File: src/rtl/noc_pkg.sv
// Shared NoC flit format, output-port encodings and the dimension-ordered XY routing function.
package noc_pkg;

    localparam int XY_W      = 4;
    localparam int DATAW     = 16;
    localparam int FLIT_HEAD = 15;
    localparam int FLIT_TAIL = 14;
    localparam int PORT_W    = 3;

    localparam logic [PORT_W-1:0] PORT_LOCAL = 3'd0;
    localparam logic [PORT_W-1:0] PORT_EAST  = 3'd1;
    localparam logic [PORT_W-1:0] PORT_WEST  = 3'd2;
    localparam logic [PORT_W-1:0] PORT_NORTH = 3'd3;
    localparam logic [PORT_W-1:0] PORT_SOUTH = 3'd4;

    typedef struct packed {
        logic             valid;
        logic [DATAW-1:0] data;
        logic             vch;
    } router_i_t;

    // X is resolved completely before Y, which keeps XY routing deadlock-free on a mesh.
    function automatic logic [PORT_W-1:0] xy_route(input logic [XY_W-1:0] dst_x,
                                                   input logic [XY_W-1:0] dst_y,
                                                   input logic [XY_W-1:0] my_x,
                                                   input logic [XY_W-1:0] my_y);
        logic [PORT_W-1:0] port;
        if (dst_x > my_x)      port = PORT_EAST;
        else if (dst_x < my_x) port = PORT_WEST;
        else if (dst_y > my_y) port = PORT_NORTH;
        else if (dst_y < my_y) port = PORT_SOUTH;
        else                   port = PORT_LOCAL;
        return port;
    endfunction

endpackage

File: src/rtl/vc_fifo.sv
// Single virtual-channel flit FIFO with registered storage; a push at full is only taken
// when a pop frees the slot in the same cycle.
module vc_fifo #(
    parameter int DEPTH = 4,
    parameter int WIDTH = 17
) (
    input  logic             clk,
    input  logic             rst_n,
    input  logic             push,
    input  logic [WIDTH-1:0] data_in,
    input  logic             pop,
    output logic [WIDTH-1:0] data_out,
    output logic             empty,
    output logic             full,
    output logic             pop_ok
);

    localparam int PW = $clog2(DEPTH);
    localparam int CW = $clog2(DEPTH + 1);

    logic [WIDTH-1:0] mem_q [DEPTH];
    logic [PW-1:0]    rd_q, rd_d;
    logic [PW-1:0]    wr_q, wr_d;
    logic [CW-1:0]    cnt_q, cnt_d;
    logic             push_ok;

    assign empty    = (cnt_q == '0);
    assign full     = (cnt_q == CW'(DEPTH));
    assign pop_ok   = pop & ~empty;
    assign push_ok  = push & (~full | pop_ok);
    assign data_out = mem_q[rd_q];

    always_comb begin
        rd_d  = rd_q;
        wr_d  = wr_q;
        cnt_d = cnt_q;
        if (pop_ok)  rd_d = rd_q + 1'b1;
        if (push_ok) wr_d = wr_q + 1'b1;
        if (push_ok && !pop_ok)      cnt_d = cnt_q + 1'b1;
        else if (pop_ok && !push_ok) cnt_d = cnt_q - 1'b1;
    end

    always_ff @(posedge clk or negedge rst_n) begin
        if (!rst_n) begin
            rd_q  <= '0;
            wr_q  <= '0;
            cnt_q <= '0;
            for (int i = 0; i < DEPTH; i++) mem_q[i] <= '0;
        end else begin
            rd_q  <= rd_d;
            wr_q  <= wr_d;
            cnt_q <= cnt_d;
            if (push_ok) mem_q[wr_q] <= data_in;
        end
    end

endmodule

File: src/rtl/vc_input_buffer.sv
// Router input port: demuxes flits into two VC FIFOs, routes each packet XY from its head flit,
// and returns one credit upstream per accepted pop.
module vc_input_buffer
    import noc_pkg::*;
#(
    parameter int              DEPTH = 4,
    parameter logic [XY_W-1:0] MY_X  = '0,
    parameter logic [XY_W-1:0] MY_Y  = '0
) (
    input  logic                       clk,
    input  logic                       rst_n,
    input  router_i_t                  flit_i,
    input  logic      [1:0]            pop_i,
    output router_i_t [1:0]            vc_o,
    output logic      [1:0]            req_o,
    output logic      [1:0][PORT_W-1:0] port_o,
    output logic      [1:0]            credit_o,
    output logic                       ovf_o
);

    logic [1:0]             push;
    logic [1:0]             empty;
    logic [1:0]             full;
    logic [1:0]             pop_ok;
    logic [DATAW:0]         head_q [2];
    logic [1:0][PORT_W-1:0] route_c;
    logic [1:0][PORT_W-1:0] route_q, route_d;
    logic [1:0]             in_pkt_q, in_pkt_d;
    logic [1:0]             is_head, is_tail;
    logic                   ovf_q, ovf_d;

    for (genvar g = 0; g < 2; g++) begin : g_vc
        vc_fifo #(
            .DEPTH (DEPTH),
            .WIDTH (DATAW + 1)
        ) u_fifo (
            .clk      (clk),
            .rst_n    (rst_n),
            .push     (push[g]),
            .data_in  ({flit_i.vch, flit_i.data}),
            .pop      (pop_i[g]),
            .data_out (head_q[g]),
            .empty    (empty[g]),
            .full     (full[g]),
            .pop_ok   (pop_ok[g])
        );
    end

    always_comb begin
        push     = '0;
        route_c  = '0;
        is_head  = '0;
        is_tail  = '0;
        vc_o     = '0;
        req_o    = '0;
        port_o   = '0;
        credit_o = '0;
        route_d  = route_q;
        in_pkt_d = in_pkt_q;
        for (int v = 0; v < 2; v++) begin
            push[v]    = flit_i.valid && (flit_i.vch == v[0]);
            route_c[v] = xy_route(head_q[v][XY_W-1:0], head_q[v][2*XY_W-1:XY_W], MY_X, MY_Y);
            is_head[v] = ~empty[v] & head_q[v][FLIT_HEAD];
            is_tail[v] = ~empty[v] & head_q[v][FLIT_TAIL];
            // Head flits route themselves; body/tail flits follow the route latched at head pop.
            port_o[v]   = is_head[v] ? route_c[v] : route_q[v];
            req_o[v]    = ~empty[v];
            credit_o[v] = pop_ok[v];
            if (!empty[v]) begin
                vc_o[v].valid = 1'b1;
                vc_o[v].data  = head_q[v][DATAW-1:0];
                vc_o[v].vch   = head_q[v][DATAW];
            end
            if (pop_ok[v] && is_head[v]) route_d[v] = route_c[v];
            if (pop_ok[v]) begin
                if (is_tail[v])      in_pkt_d[v] = 1'b0;
                else if (is_head[v]) in_pkt_d[v] = 1'b1;
            end
        end
        ovf_d = ovf_q | |(push & full & ~pop_ok);
        ovf_o = ovf_q;
    end

    always_ff @(posedge clk or negedge rst_n) begin
        if (!rst_n) begin
            route_q  <= {PORT_LOCAL, PORT_LOCAL};
            in_pkt_q <= '0;
            ovf_q    <= 1'b0;
        end else begin
            route_q  <= route_d;
            in_pkt_q <= in_pkt_d;
            ovf_q    <= ovf_d;
        end
    end

endmodule
File: config.mk
export PLATFORM = sky130hd
export DESIGN_NAME = vc_input_buffer
export DESIGN_NICKNAME = d
export VERILOG_FILES = /design/src/rtl/noc_pkg.sv /design/src/rtl/vc_fifo.sv /design/src/rtl/vc_input_buffer.sv
export SDC_FILE = /design/constraint.sdc
export NUM_CORES = 1
export LEC_CHECK = 0
export BUFFER_PORTS_ARGS = -buffer_cell sky130_fd_sc_hd__buf_2
export CORE_UTILIZATION = 31
export CTS_CLUSTER_DIAMETER = 200
export CTS_CLUSTER_SIZE = 24
export DETAILED_ROUTE_END_ITERATION = 10
export PLACE_DENSITY = 0.54
export SETUP_SLACK_MARGIN = 0.4
export SLEW_MARGIN = 20
export SYNTH_ARGS = -nofsm -noshare
export SYNTH_HDL_FRONTEND = slang
export SYNTH_SLANG_ARGS = --single-unit
export TNS_END_PERCENT = 5
File: constraint.sdc
create_clock -name clk -period 3.5 [get_ports clk]
set_input_delay 0.7 -clock clk [delete_from_list [all_inputs] [get_ports clk]]
set_output_delay 0.7 -clock clk [all_outputs]
set_load 0.005 [all_outputs]
==> impl_metrics.csv, run 1 <==
group,metric,value,unit
status,outcome,"finished clean",
worst_setup_path,path_delay_family,"simple AND/OR/NAND/NOR gates",
job,drv.max_cap_violation_count,0,
detailed_routing,route.detailed.drc,0,
global_routing,initial_antenna_violation_count,1,
synthesis,postSynthRegisterBits,155,
synthesis,synth_cell_type_count,35,
detailed_routing,post_drt_via_cell_ratio,4.76,
detailed_routing,route.layer.met1.wl,7.08,mm
global_routing,grt_pass1_vias,4594,
synthesis,post_synth_design_cell_area,0.00731,sq mm
power,clock_power_share,21.9,%
place,place_hpwl,10.7,mm
power,ir_drop,0.000463,V
detailed_routing,via_count,4169,
place,io_buffers,66,
sta,fin_worst_skew,0.00816,ns
worst_setup_path,worstPathRequired,2.80,ns
detailed_routing,post_drt_wl_per_cell,18.1,um
clock_tree,clk_pin_slew,0.06,ns
synthesis,synth_area_per_cell,15.2,sq um
floorplanning,initial_utilization,31.9,%
detailed_routing,drt_pass1_iterations,4,
synthesis,yosys-top-cells-count,"sky130_fd_sc_hd__dfrtp_1 (155), sky130_fd_sc_hd__mux2_2 (132), sky130_fd_sc_hd__and2_1 (36), sky130_fd_sc_hd__mux4_2 (24), sky130_fd_sc_hd__inv_1 (13)",
clock_tree,cts.path.max_buffers,2,
sta,final_period_minus_worst_setup_slack,3.09,ns
cells_and_area,final_std_cell_area_no_fill,0.00864,sq mm
worst_setup_path,worst_path_max_delay_cell,"sky130_fd_sc_hd__or4_4",
clock_tree,numCtsBuffers,17,
worst_setup_path,path_max_fanout,5,
synthesis,synth_enable_flop_cells,0,
global_routing,grt-ovfl-total,0,
cells_and_area,post_route_cells_drive_above_1_share,51.4,%
detailed_routing,routed-wl-met3,363,um
sta,transition_time_at_the_pin_with_the_least_slew_margin,0.962,ns
floorplanning,core-area,0.0229,sq mm
place,globalplace.congestion,0.710,
detailed_routing,drt_iter0_markers,115,
worst_setup_path,start_kind,"register",
worst_setup_path,cell_by_cell_trace_of_the_critical_path,"mux4_2 -> or4_4 -> o31ai_1 -> buf_2",
floorplanning,floorplan.die.width,156,um
power,power_per_cell_area,1000,mW/mm^2
cells_and_area,area_growth,18.1,%
power,total_switching_power,2740,uW
power,power.internal,5920,uW
sta,timing.final.setup_violations,0,
worst_setup_path,cp.arrival,2.39,ns
worst_setup_path,max_stage_delay,0.57,ns
power,netSwitchingFraction,31.6,%
sta,hold_viol,0,
floorplanning,floorplan.io_pins,69,
global_routing,grt_first_pass_wirelength,25.8,mm
clock_tree,cts.hold.buffers_added,0,
synthesis,synth.most_common_cell,"sky130_fd_sc_hd__dfrtp_1",
power,power_frac_seq,36.7,%
floorplanning,dieArea,0.0242,sq mm
clock_tree,cts_tree,"built",
synthesis,synth-warning-count,0,
synthesis,ranking_of_synthesized_cells_by_area,"sky130_fd_sc_hd__dfrtp_1 (53%), sky130_fd_sc_hd__mux2_2 (20%), sky130_fd_sc_hd__mux4_2 (7.4%)",
min_path,min-delay-path-class,"primary input to asynchronous set/reset pin",
clock_tree,insertion_delay_to_the_later_sink_of_the_worst_skew_pair,0.42,ns
sta,maxClockFrequency,324,MHz
clock_tree,root_buffer_cell,"sky130_fd_sc_hd__clkbuf_16",
worst_setup_path,endpoint_kind,"primary output",
clock_tree,clock_sink_total,155,
sta,min_period_over_period,88.3,%
global_routing,global_route.usage.total,14.1,%
synthesis,async_flop_share,100,%
cells_and_area,num-nets-final,584,
worst_setup_path,path_buf_inv,1,
clock_tree,ctsHtreeMaxLevel,4,
sta,max_slew_margin,35.9,%
detailed_routing,wl,15.9,mm
sta,grt_setup_unrepaired,"true",
floorplanning,std_cell_rows,55,
worst_setup_path,timing.setup.critical_path_class,"register to primary output",
sta,slew_violations,0,
synthesis,post_synth_inst_count,481,
global_routing,grt_start_max_net_pins,106,
sta,tns,0,ns
synthesis,synth_top_area_share,53.0,%
synthesis,synth_seq_area_share,53.0,%
floorplanning,chip_height,156,um
detailed_routing,routed-wl-met2,8.28,mm
place,placement.cell_area,0.00793,sq mm
synthesis,synth_top_flop_cell,"sky130_fd_sc_hd__dfrtp_1",
synthesis,netlist.top_cell.by_area,"sky130_fd_sc_hd__dfrtp_1",
detailed_routing,routed.top_layer,"met4",
detailed_routing,ant_nets,0,
power,leak,0.00375,uW
power,combinationalPowerShare,41.4,%
[path summary, 6_finish.rpt]
path	slack, ns	cells past startpoint	from	end
worst max-delay path	0.41	4	g_vc[0].u_fifo.rd_q[0]$_DFFE_PN0N_	port_o[1]
min in group clk	0.45	1	ovf_o$_DFF_PN0_	ovf_o$_DFF_PN0_
max in group asynchronous	2.25	2	rst_n	g_vc[1].u_fifo.mem_q[48]$_DFFE_PN0P_
worst min register to register	0.45	1	ovf_o$_DFF_PN0_	ovf_o$_DFF_PN0_
worst max register to register	0.98	6	g_vc[1].u_fifo.cnt_q[0]$_DFFE_PN0P_	g_vc[1].u_fifo.cnt_q[1]$_DFFE_PN0P_
worst min-delay path	0.40	1	rst_n	g_vc[0].u_fifo.mem_q[25]$_DFFE_PN0P_
[registers in the layout (all words and copies together), names as in the netlist]
signal             count
g_vc.u_fifo.mem_q    136
g_vc.u_fifo.cnt_q      6
g_vc.u_fifo.rd_q       4
g_vc.u_fifo.wr_q       4
route_q                4
ovf_o                  1
[layout make-up]
type | instances | area (sq um)
flip-flops and latches | 155 | 3880
well taps | 313 | 392
multi-input cells | 281 | 3220
diodes | 1 | 2.50
clock buffers | 18 | 439
inverters | 13 | 48.8
repair buffers | 82 | 489
fillers | 2162 | 14300
clock inverters | 13 | 166
[per-stage QoR]
step                      setup WS (ns)  util [%]  power (uW)  hold WS [ns]  instances
after global routing              0.334      37.7        9260         0.484        875
after global placement            0.555      34.6        6550         0.444        837
after floorplan                   0.872         -        5540         0.404        482
final                             0.410      37.7        8650         0.401        876
after CTS                         0.350      37.4        8690         0.440        870
after detailed placement          0.509      34.6        6680         0.454        837
[power by group through the flow]
stage | Combinational [uW] | Clock (uW) | Sequential [uW]
global placement | 3370 | 0 | 3170
CTS | 3570 | 1940 | 3180
finish | 3580 | 1890 | 3180
detailed placement | 3470 | 0 | 3210
floorplan | 2560 | 0 | 2980
global route | 3960 | 2000 | 3290
[cell families (layout without fill, tap and decap cells)]
family                   after synthesis  count (layout)  share of synthesized area, %
multiplexers                         167             167                          31.4
flip-flops                           155             155                          53.0
AND/OR/NAND/NOR                       69              69                          6.55
buffers and inverters                 46             126                          3.25
AO/OA/AOI/OAI                         19              19                          1.98
adder cells (fa/ha/maj)               12              12                          2.26
XOR/XNOR                              12              12                          1.44
other                                  1               3                        0.0513
[what timing repair did]
action                                 4_1_cts  5_1_grt
gates resized for setup                      5        8
setup endpoints to repair                    4        5
setup buffers                                2        5
endpoints found under the hold margin        0        0
pin swaps                                    1        2
gates cloned                                 0        0
[layer usage]
layer / track usage, % / up-vias
li1: - / 1874
met1: 17.5 / 2226
met2: 24.7 / 55
met3: 3.00 / 14
met4: 4.11 / 0
met5: 0 / -
[cells in the final DEF, fill, tap and decap left out, types with 3 or more instances in the layout]
cell	n
sky130_fd_sc_hd__buf_2	65
sky130_fd_sc_hd__and2_1	36
sky130_fd_sc_hd__clkinvlp_4	3
sky130_fd_sc_hd__inv_6	4
sky130_fd_sc_hd__dfrtp_2	3
sky130_fd_sc_hd__mux4_1	8
sky130_fd_sc_hd__nand2_1	7
sky130_fd_sc_hd__inv_1	13
sky130_fd_sc_hd__xor2_1	6
sky130_fd_sc_hd__mux4_2	26
sky130_fd_sc_hd__a21o_1	5
sky130_fd_sc_hd__bufinv_16	3
sky130_fd_sc_hd__clkbuf_16	17
sky130_fd_sc_hd__xnor2_1	6
sky130_fd_sc_hd__nand4_2	4
sky130_fd_sc_hd__buf_4	13
sky130_fd_sc_hd__a21oi_1	4
sky130_fd_sc_hd__nand2b_1	4
sky130_fd_sc_hd__mux2_2	132
sky130_fd_sc_hd__dfrtp_1	152
sky130_fd_sc_hd__o31ai_2	3
sky130_fd_sc_hd__nand3_2	4
sky130_fd_sc_hd__ha_1	10
Power figures use the tool's default switching activity.
==> inputs of run 2 (changes only) <==
--- a/config.mk
+++ b/config.mk
@@ -5,11 +5,13 @@
 export SDC_FILE = /design/constraint.sdc
 export NUM_CORES = 1
 export LEC_CHECK = 0
+export ABC_AREA = 1
 export BUFFER_PORTS_ARGS = -buffer_cell sky130_fd_sc_hd__buf_2
 export CORE_UTILIZATION = 31
 export CTS_CLUSTER_DIAMETER = 200
 export CTS_CLUSTER_SIZE = 24
 export DETAILED_ROUTE_END_ITERATION = 10
+export MAX_ROUTING_LAYER = met4
 export PLACE_DENSITY = 0.54
 export SETUP_SLACK_MARGIN = 0.4
 export SLEW_MARGIN = 20
==> run 2 against run 1 <==
- synthesized area increased by 4.4%
- die area increased by 4.4%
- clock skew increased by 0.0012 ns
- clock power decreased by 6%
- total power decreased by 3.5%
- clock-buffer cell count increased by 7
- critical path type unchanged
==> impl_metrics.csv, run 2 <==
group,metric,value,unit
status,outcome,"finished clean",
synthesis,post_synth_design_cell_area,0.00764,sq mm
detailed_routing,post_drt_via_cell_ratio,4.56,
place,place_hpwl,13.5,mm
global_routing,grt_pass1_vias,6038,
synthesis,postSynthRegisterBits,155,
sta,transition_time_at_the_pin_with_the_least_slew_margin,0.889,ns
detailed_routing,drt_pass1_iterations,6,
sta,final_period_minus_worst_setup_slack,2.96,ns
global_routing,grt-ovfl-total,0,
job,drv.max_cap_violation_count,0,
synthesis,ranking_of_synthesized_cells_by_area,"sky130_fd_sc_hd__dfrtp_1 (51%), sky130_fd_sc_hd__nand2_1 (21%), sky130_fd_sc_hd__o21ai_0 (5.4%)",
synthesis,async_flop_share,100,%
clock_tree,insertion_delay_to_the_later_sink_of_the_worst_skew_pair,0.43,ns
clock_tree,root_buffer_cell,"sky130_fd_sc_hd__clkbuf_16",
synthesis,synth_cell_type_count,29,
sta,max_slew_margin,40.6,%
global_routing,initial_antenna_violation_count,0,
sta,maxClockFrequency,338,MHz
floorplanning,std_cell_rows,57,
synthesis,yosys-top-cells-count,"sky130_fd_sc_hd__nand2_1 (436), sky130_fd_sc_hd__dfrtp_1 (155), sky130_fd_sc_hd__o21ai_0 (83), sky130_fd_sc_hd__inv_1 (69), sky130_fd_sc_hd__a21oi_1 (48)",
power,clock_power_share,21.4,%
synthesis,netlist.top_cell.by_area,"sky130_fd_sc_hd__dfrtp_1",
cells_and_area,max_reg_flops,136,
min_path,min-delay-path-class,"primary input to asynchronous set/reset pin",
detailed_routing,via_count,6172,
clock_tree,cts.path.max_buffers,2,
clock_tree,numCtsBuffers,17,
power,power_per_cell_area,962,mW/mm^2
clock_tree,cts_tree,"built",
worst_setup_path,start_kind,"register",
clock_tree,cts.repair_timing.setup_buffer_count,0,
sta,fin_worst_skew,0.00932,ns
floorplanning,chip_height,159,um
power,power_frac_seq,36.5,%
detailed_routing,wl,20.8,mm
cells_and_area,antennaDiodeCount,0,
global_routing,grt_start_max_net_pins,84,
power,combinationalPowerShare,42.1,%
clock_tree,clock_sink_total,155,
sta,slew_violations,0,
clock_tree,clk_pin_slew,0.06,ns
synthesis,synth_seq_area_share,50.8,%
sta,whs,0.341,ns
global_routing,grt_first_pass_wirelength,33.9,mm
floorplanning,core-area,0.0242,sq mm
synthesis,synth_top_area_share,50.8,%
worst_setup_path,cp.arrival,2.26,ns
sta,tns,0,ns
floorplanning,floorplan.io_pins,69,
sta,hold_viol,0,
power,netSwitchingFraction,40.8,%
cells_and_area,area_growth,13.6,%
synthesis,synth_enable_flop_cells,0,
sta,min_period_over_period,84.4,%
place,io_buffers,66,
floorplanning,initial_utilization,31.5,%
power,ir_drop,0.000460,V
floorplanning,floorplan.die.width,159,um
cells_and_area,final_common_cell,"sky130_fd_sc_hd__nand2_1",
cells_and_area,largest_register,"g_vc.u_fifo.mem_q",
worst_setup_path,timing.setup.critical_path_class,"register to primary output",
detailed_routing,ant_nets,0,
synthesis,post_synth_inst_count,982,
sta,timing.final.setup_violations,0,
floorplanning,dieArea,0.0253,sq mm
cells_and_area,layout_top_registers,"g_vc.u_fifo.mem_q x136, g_vc.u_fifo.cnt_q x6",
power,leak,0.00450,uW
synthesis,synth.most_common_cell,"sky130_fd_sc_hd__nand2_1",
power,power.internal,4940,uW
power,power_total,8350,uW
power,total_switching_power,3410,uW
detailed_routing,route.detailed.drc,0,
synthesis,synth_area_per_cell,7.78,sq um
detailed_routing,drt_iter0_markers,497,
synthesis,synth-warning-count,0,
cells_and_area,post_route_cells_drive_above_1_share,13.1,%
sta,grt_setup_unrepaired,"true",
detailed_routing,post_drt_wl_per_cell,15.3,um
global_routing,global_route.usage.total,17.8,%
clock_tree,ctsHtreeMaxLevel,4,
worst_setup_path,endpoint_kind,"primary output",
worst_setup_path,path_max_fanout,17,
cells_and_area,num-nets-final,1051,
synthesis,synth_top_flop_cell,"sky130_fd_sc_hd__dfrtp_1",
cells_and_area,most_frequent_cells_in_the_layout,"sky130_fd_sc_hd__nand2_1 (436), sky130_fd_sc_hd__dfrtp_1 (154), sky130_fd_sc_hd__o21ai_0 (83), sky130_fd_sc_hd__inv_1 (67), sky130_fd_sc_hd__buf_2 (65)",
place,globalplace.congestion,0.766,
worst_setup_path,worstPathRequired,2.80,ns
[run 2: cell count changes after synthesis, sizes merged, moves of 5 or more]
cell | before | now
a21oi | 4 | 48
inv | 13 | 79
a21o | 5 | 0
nand3 | 4 | 38
o21ai | 0 | 87
buf | 22 | 53
nand2 | 7 | 438
and2 | 36 | 0
mux2 | 132 | 2
mux4 | 34 | 0
nor2 | 2 | 43
[run 2: kinds of logic after synthesis]
logic type | count (synthesis) | share of synthesized area [%]
compound gates | 139 | 9.24
xor+xnor | 8 | 0.917
fa+ha+maj | 12 | 2.16
buf+inv | 142 | 8.83
flops | 155 | 50.8
mux | 2 | 0.295
other cells | 1 | 0.0491
simple gates | 523 | 27.7
[run 2: power by group through the flow]
stage          Sequential [uW]  Combinational, uW  Clock (uW)
4_1_cts                   3040               3580        1810
2_1_floorplan             2910               2500           0
3_3_place_gp              3050               3510           0
6_report                  3050               3520        1780
5_1_grt                   3160               4040        1890
3_5_place_dp              3060               3560           0
[run 2: final timing paths]
check,from,to,slack [ns],cells after the start
max,g_vc[0].u_fifo.rd_q[0]$_DFFE_PN0N_,port_o[0],0.54,10
min,rst_n,g_vc[1].u_fifo.rd_q[1]$_DFFE_PN0N_,0.34,1
max reg2reg,g_vc[1].u_fifo.cnt_q[0]$_DFFE_PN0P_,g_vc[1].u_fifo.cnt_q[1]$_DFFE_PN0P_,1.27,8
min reg2reg,g_vc[1].u_fifo.mem_q[16]$_DFFE_PN0P_,g_vc[1].u_fifo.mem_q[16]$_DFFE_PN0P_,0.46,1
max in group asynchronous,rst_n,g_vc[1].u_fifo.mem_q[3]$_DFFE_PN0P_,2.33,2
min in group clk,g_vc[1].u_fifo.mem_q[16]$_DFFE_PN0P_,g_vc[1].u_fifo.mem_q[16]$_DFFE_PN0P_,0.46,1
[run 2: what timing repair did]
action,in CTS,in global routing
pin swaps,0,0
endpoints found under the setup margin,2,4
hold buffers,0,0
resized for setup,3,1
cloned,1,0
[run 2: stage by stage]
stage	worst slack [ns]	instance area (sq um)	instances	util, %
after floorplan	1.28	7640	983	-
after global placement	0.869	8100	1321	33.4
after detailed placement	0.793	8100	1321	33.4
after CTS	0.492	8670	1354	35.8
after global routing	0.374	8680	1354	35.8
final	0.545	8680	1354	35.8
[run 2: per-layer routing]
metal	GRT usage [%]	part of all wire (%)	up-vias
met1	23.3	48	2955
li1	-	-	3098
met3	2.76	3.0	16
met5	-	0	-
met2	28.6	48	103
met4	4.81	1.1	0
[run 2: worst max-delay path: stages (launching register included)]
cell and delay, ns:
sky130_fd_sc_hd__dfrtp_2 0.58, sky130_fd_sc_hd__clkinvlp_4 0.32, sky130_fd_sc_hd__nand2_1 0.12, sky130_fd_sc_hd__nand3_1 0.07, sky130_fd_sc_hd__nand2_1 0.10, sky130_fd_sc_hd__nand2_1 0.06
sky130_fd_sc_hd__nor2_1 0.25, sky130_fd_sc_hd__nand2_1 0.11, sky130_fd_sc_hd__nand2_1 0.07, sky130_fd_sc_hd__nand2_1 0.04, sky130_fd_sc_hd__buf_2 0.11
[run 2: cell type report]
| cell class | count | area, sq um |
|---|---|---|
| flip-flops and latches | 155 | 3880 |
| clock buffers | 25 | 495 |
| well taps | 324 | 405 |
| fillers | 2623 | 15600 |
| repair inverters | 1 | 7.51 |
| multi-input cells | 686 | 3090 |
| inverters | 79 | 304 |
| repair buffers | 77 | 432 |
| clock inverters | 7 | 63.8 |
==> inputs of run 3 (changes only) <==
==> constraint.sdc (replaced) <==
create_clock -name clk -period 3.08 [get_ports clk]
set_input_delay 0.616 -clock clk [delete_from_list [all_inputs] [get_ports clk]]
set_output_delay 0.616 -clock clk [all_outputs]
set_load 0.005 [all_outputs]
==> run 3 against run 2 <==
- worst setup slack worse by 0.14 ns
- critical path depth increased by 1
- clock power up 24%
- utilization rose by 0.82 points
- largest cell class unchanged
- first-iteration DRC count down 23%
- non-clock buffer count is 10 higher
- design area grew 2.3%
- total power rose by 17%
- clock-buffer cell count fell by 4
- via count fell by 0.13%
==> impl_metrics.csv, run 3 (synthesis results as in run 2) <==
group,metric,value,unit
worst_setup_path,worstPathRequired,2.46,ns
sta,transition_time_at_the_pin_with_the_least_slew_margin,0.610,ns
global_routing,grt_pass1_vias,5925,
floorplanning,chip_height,159,um
detailed_routing,wl,20.4,mm
place,place_hpwl,13.4,mm
worst_setup_path,cp.arrival,2.06,ns
clock_tree,clk_pin_slew,0.06,ns
worst_setup_path,cell_by_cell_trace_of_the_critical_path,"buf_4 -> buf_4 -> nand2_1 -> nand3_1 -> nand2_1 -> nand2_1 -> nor2_1 -> nand2_1 -> nand2_1 -> nand2_1 -> buf_2",
cells_and_area,layout_top_registers,"g_vc.u_fifo.mem_q x136, g_vc.u_fifo.cnt_q x6",
worst_setup_path,timing.setup.critical_path_class,"register to primary output",
worst_setup_path,path_buf_inv,3,
worst_setup_path,path_common_cell,"sky130_fd_sc_hd__nand2_1",
worst_setup_path,path_max_fanout,24,
job,drv.max_cap_violation_count,0,
clock_tree,clock_sink_total,155,
cells_and_area,final_common_cell,"sky130_fd_sc_hd__nand2_1",
cells_and_area,post_route_cells_drive_above_1_share,14.1,%
floorplanning,initial_utilization,31.5,%
cells_and_area,max_reg_flops,136,
power,power_per_cell_area,1100,mW/mm^2
worst_setup_path,worstSetupStartpoint,"g_vc[1].u_fifo.rd_q[0]$_DFFE_PN0N_",
cells_and_area,area_growth,16.2,%
worst_setup_path,endpoint_kind,"primary output",
detailed_routing,drt_iter0_markers,382,
power,power.internal,5910,uW
power,total_switching_power,3890,uW
worst_setup_path,rr_worst_depth,8,
clock_tree,ctsHtreeMaxLevel,4,
sta,grt_setup_unrepaired,"true",
worst_setup_path,path_delay_family,"simple AND/OR/NAND/NOR gates",
power,ir_drop,0.000433,V
sta,maxClockFrequency,373,MHz
cells_and_area,largest_register,"g_vc.u_fifo.mem_q",
sta,fin_worst_skew,0.00940,ns
place,io_buffers,66,
floorplanning,floorplan.die.width,159,um
sta,whs,0.175,ns
power,leak,0.00457,uW
detailed_routing,ant_nets,0,
detailed_routing,route.detailed.drc,0,
clock_tree,cts.path.max_buffers,2,
global_routing,global_route.usage.total,17.5,%
clock_tree,root_buffer_cell,"sky130_fd_sc_hd__clkbuf_16",
floorplanning,floorplan.io_pins,69,
place,dp_cells,1326,
detailed_routing,post_drt_via_cell_ratio,4.52,
cells_and_area,num-nets-final,1060,
sta,final_period_minus_worst_setup_slack,2.68,ns
clock_tree,cts_tree,"built",
place,dp_slack,0.646,ns
sta,finalWorstSetupSlack,0.400,ns
worst_setup_path,r2r_setup_slack,0.87,ns
sta,min_period_over_period,87.0,%
min_path,min-delay-path-class,"primary input to asynchronous set/reset pin",
sta,slew_violations,0,
detailed_routing,post_drt_wl_per_cell,14.9,um
floorplanning,core-area,0.0242,sq mm
place,globalplace.congestion,0.804,
sta,timing.final.setup_violations,0,
cells_and_area,most_frequent_cells_in_the_layout,"sky130_fd_sc_hd__nand2_1 (436), sky130_fd_sc_hd__dfrtp_1 (154), sky130_fd_sc_hd__o21ai_0 (83), sky130_fd_sc_hd__inv_1 (66), sky130_fd_sc_hd__buf_2 (65)",
power,combinationalPowerShare,42.5,%
clock_tree,insertion_delay_to_the_later_sink_of_the_worst_skew_pair,0.43,ns
clock_tree,numCtsBuffers,17,
worst_setup_path,start_kind,"register",
worst_setup_path,cp-endpoint,"port_o[3]",
floorplanning,dieArea,0.0253,sq mm
power,power_frac_seq,35.0,%
power,netSwitchingFraction,39.7,%
power,clock_power_share,22.6,%
power,power_total,9810,uW
sta,hold_viol,0,
detailed_routing,via_count,6164,
global_routing,grt_start_max_net_pins,61,
worst_setup_path,r2r_end,"g_vc[1].u_fifo.cnt_q[1]$_DFFE_PN0P_",
sta,tns,0,ns
global_routing,initial_antenna_violation_count,0,
cells_and_area,layoutNonFillerInstCount,1363,
worst_setup_path,worst_reg2reg_path_startpoint,"g_vc[1].u_fifo.cnt_q[0]$_DFFE_PN0P_",
worst_setup_path,levels_on_crit_path,11,
status,outcome,"finished clean",
sta,max_slew_margin,59.3,%
clock_tree,cts.hold.buffers_added,0,
global_routing,grt-ovfl-total,0,
worst_setup_path,max_stage_delay,0.35,ns
detailed_routing,drt_pass1_iterations,4,
global_routing,grt_first_pass_wirelength,33.4,mm
worst_setup_path,worst_path_max_delay_cell,"sky130_fd_sc_hd__dfrtp_1",
cells_and_area,antennaDiodeCount,0,
floorplanning,std_cell_rows,57,
## run 3: timing repair
| item | CTS | global route |
|---|---|---|
| setup buffers | 2 | 3 |
| resized for setup | 5 | 1 |
| setup endpoints to repair | 32 | 37 |
## run 3: how the worst min path moves through the flow
stage	start	cells past startpoint	to
after floorplan	rst_n	0	g_vc[0].u_fifo.cnt_q[0]$_DFFE_PN0P_
after global placement	g_vc[0].u_fifo.mem_q[16]$_DFFE_PN0P_	2	g_vc[0].u_fifo.mem_q[16]$_DFFE_PN0P_
after detailed placement	g_vc[1].u_fifo.mem_q[67]$_DFFE_PN0P_	1	g_vc[1].u_fifo.mem_q[67]$_DFFE_PN0P_
after CTS	rst_n	1	g_vc[1].u_fifo.cnt_q[0]$_DFFE_PN0P_
after global routing	rst_n	1	g_vc[1].u_fifo.mem_q[49]$_DFFE_PN0P_
final	rst_n	1	g_vc[1].u_fifo.mem_q[49]$_DFFE_PN0P_
## run 3: area by class of cell
class | instances | area (sq um)
clock buffers | 21 | 450
repair buffers | 87 | 569
well taps | 324 | 405
flip-flops and latches | 155 | 3880
clock inverters | 11 | 169
inverters | 79 | 310
multi-input cells | 686 | 3090
fillers | 2544 | 15400
## run 3: power by group through the flow
| stage | logic [uW] | clock network, uW | registers [uW] |
|---|---|---|---|
| global placement | 4040 | 0 | 3440 |
| floorplan | 2840 | 0 | 3310 |
| detailed placement | 4100 | 0 | 3440 |
| finish | 4160 | 2210 | 3430 |
| global route | 4790 | 2340 | 3540 |
| CTS | 4190 | 2270 | 3430 |
## run 3: metrics by stage
step                      cell area [sq um]  utilization (%)
after floorplan                        7640                -
after global placement                 8170             33.7
after detailed placement               8170             33.7
after CTS                              8840             36.5
after global routing                   8880             36.6
final                                  8880             36.6
## run 3: layer usage
metal / share of wire (%) / GRT usage [%] / wire (um)
met5: 0 / - / 0
met1: 49 / 24.0 / 10100
met4: 1.0 / 4.94 / 210
met3: 3.3 / 3.18 / 679
met2: 46 / 26.5 / 9400
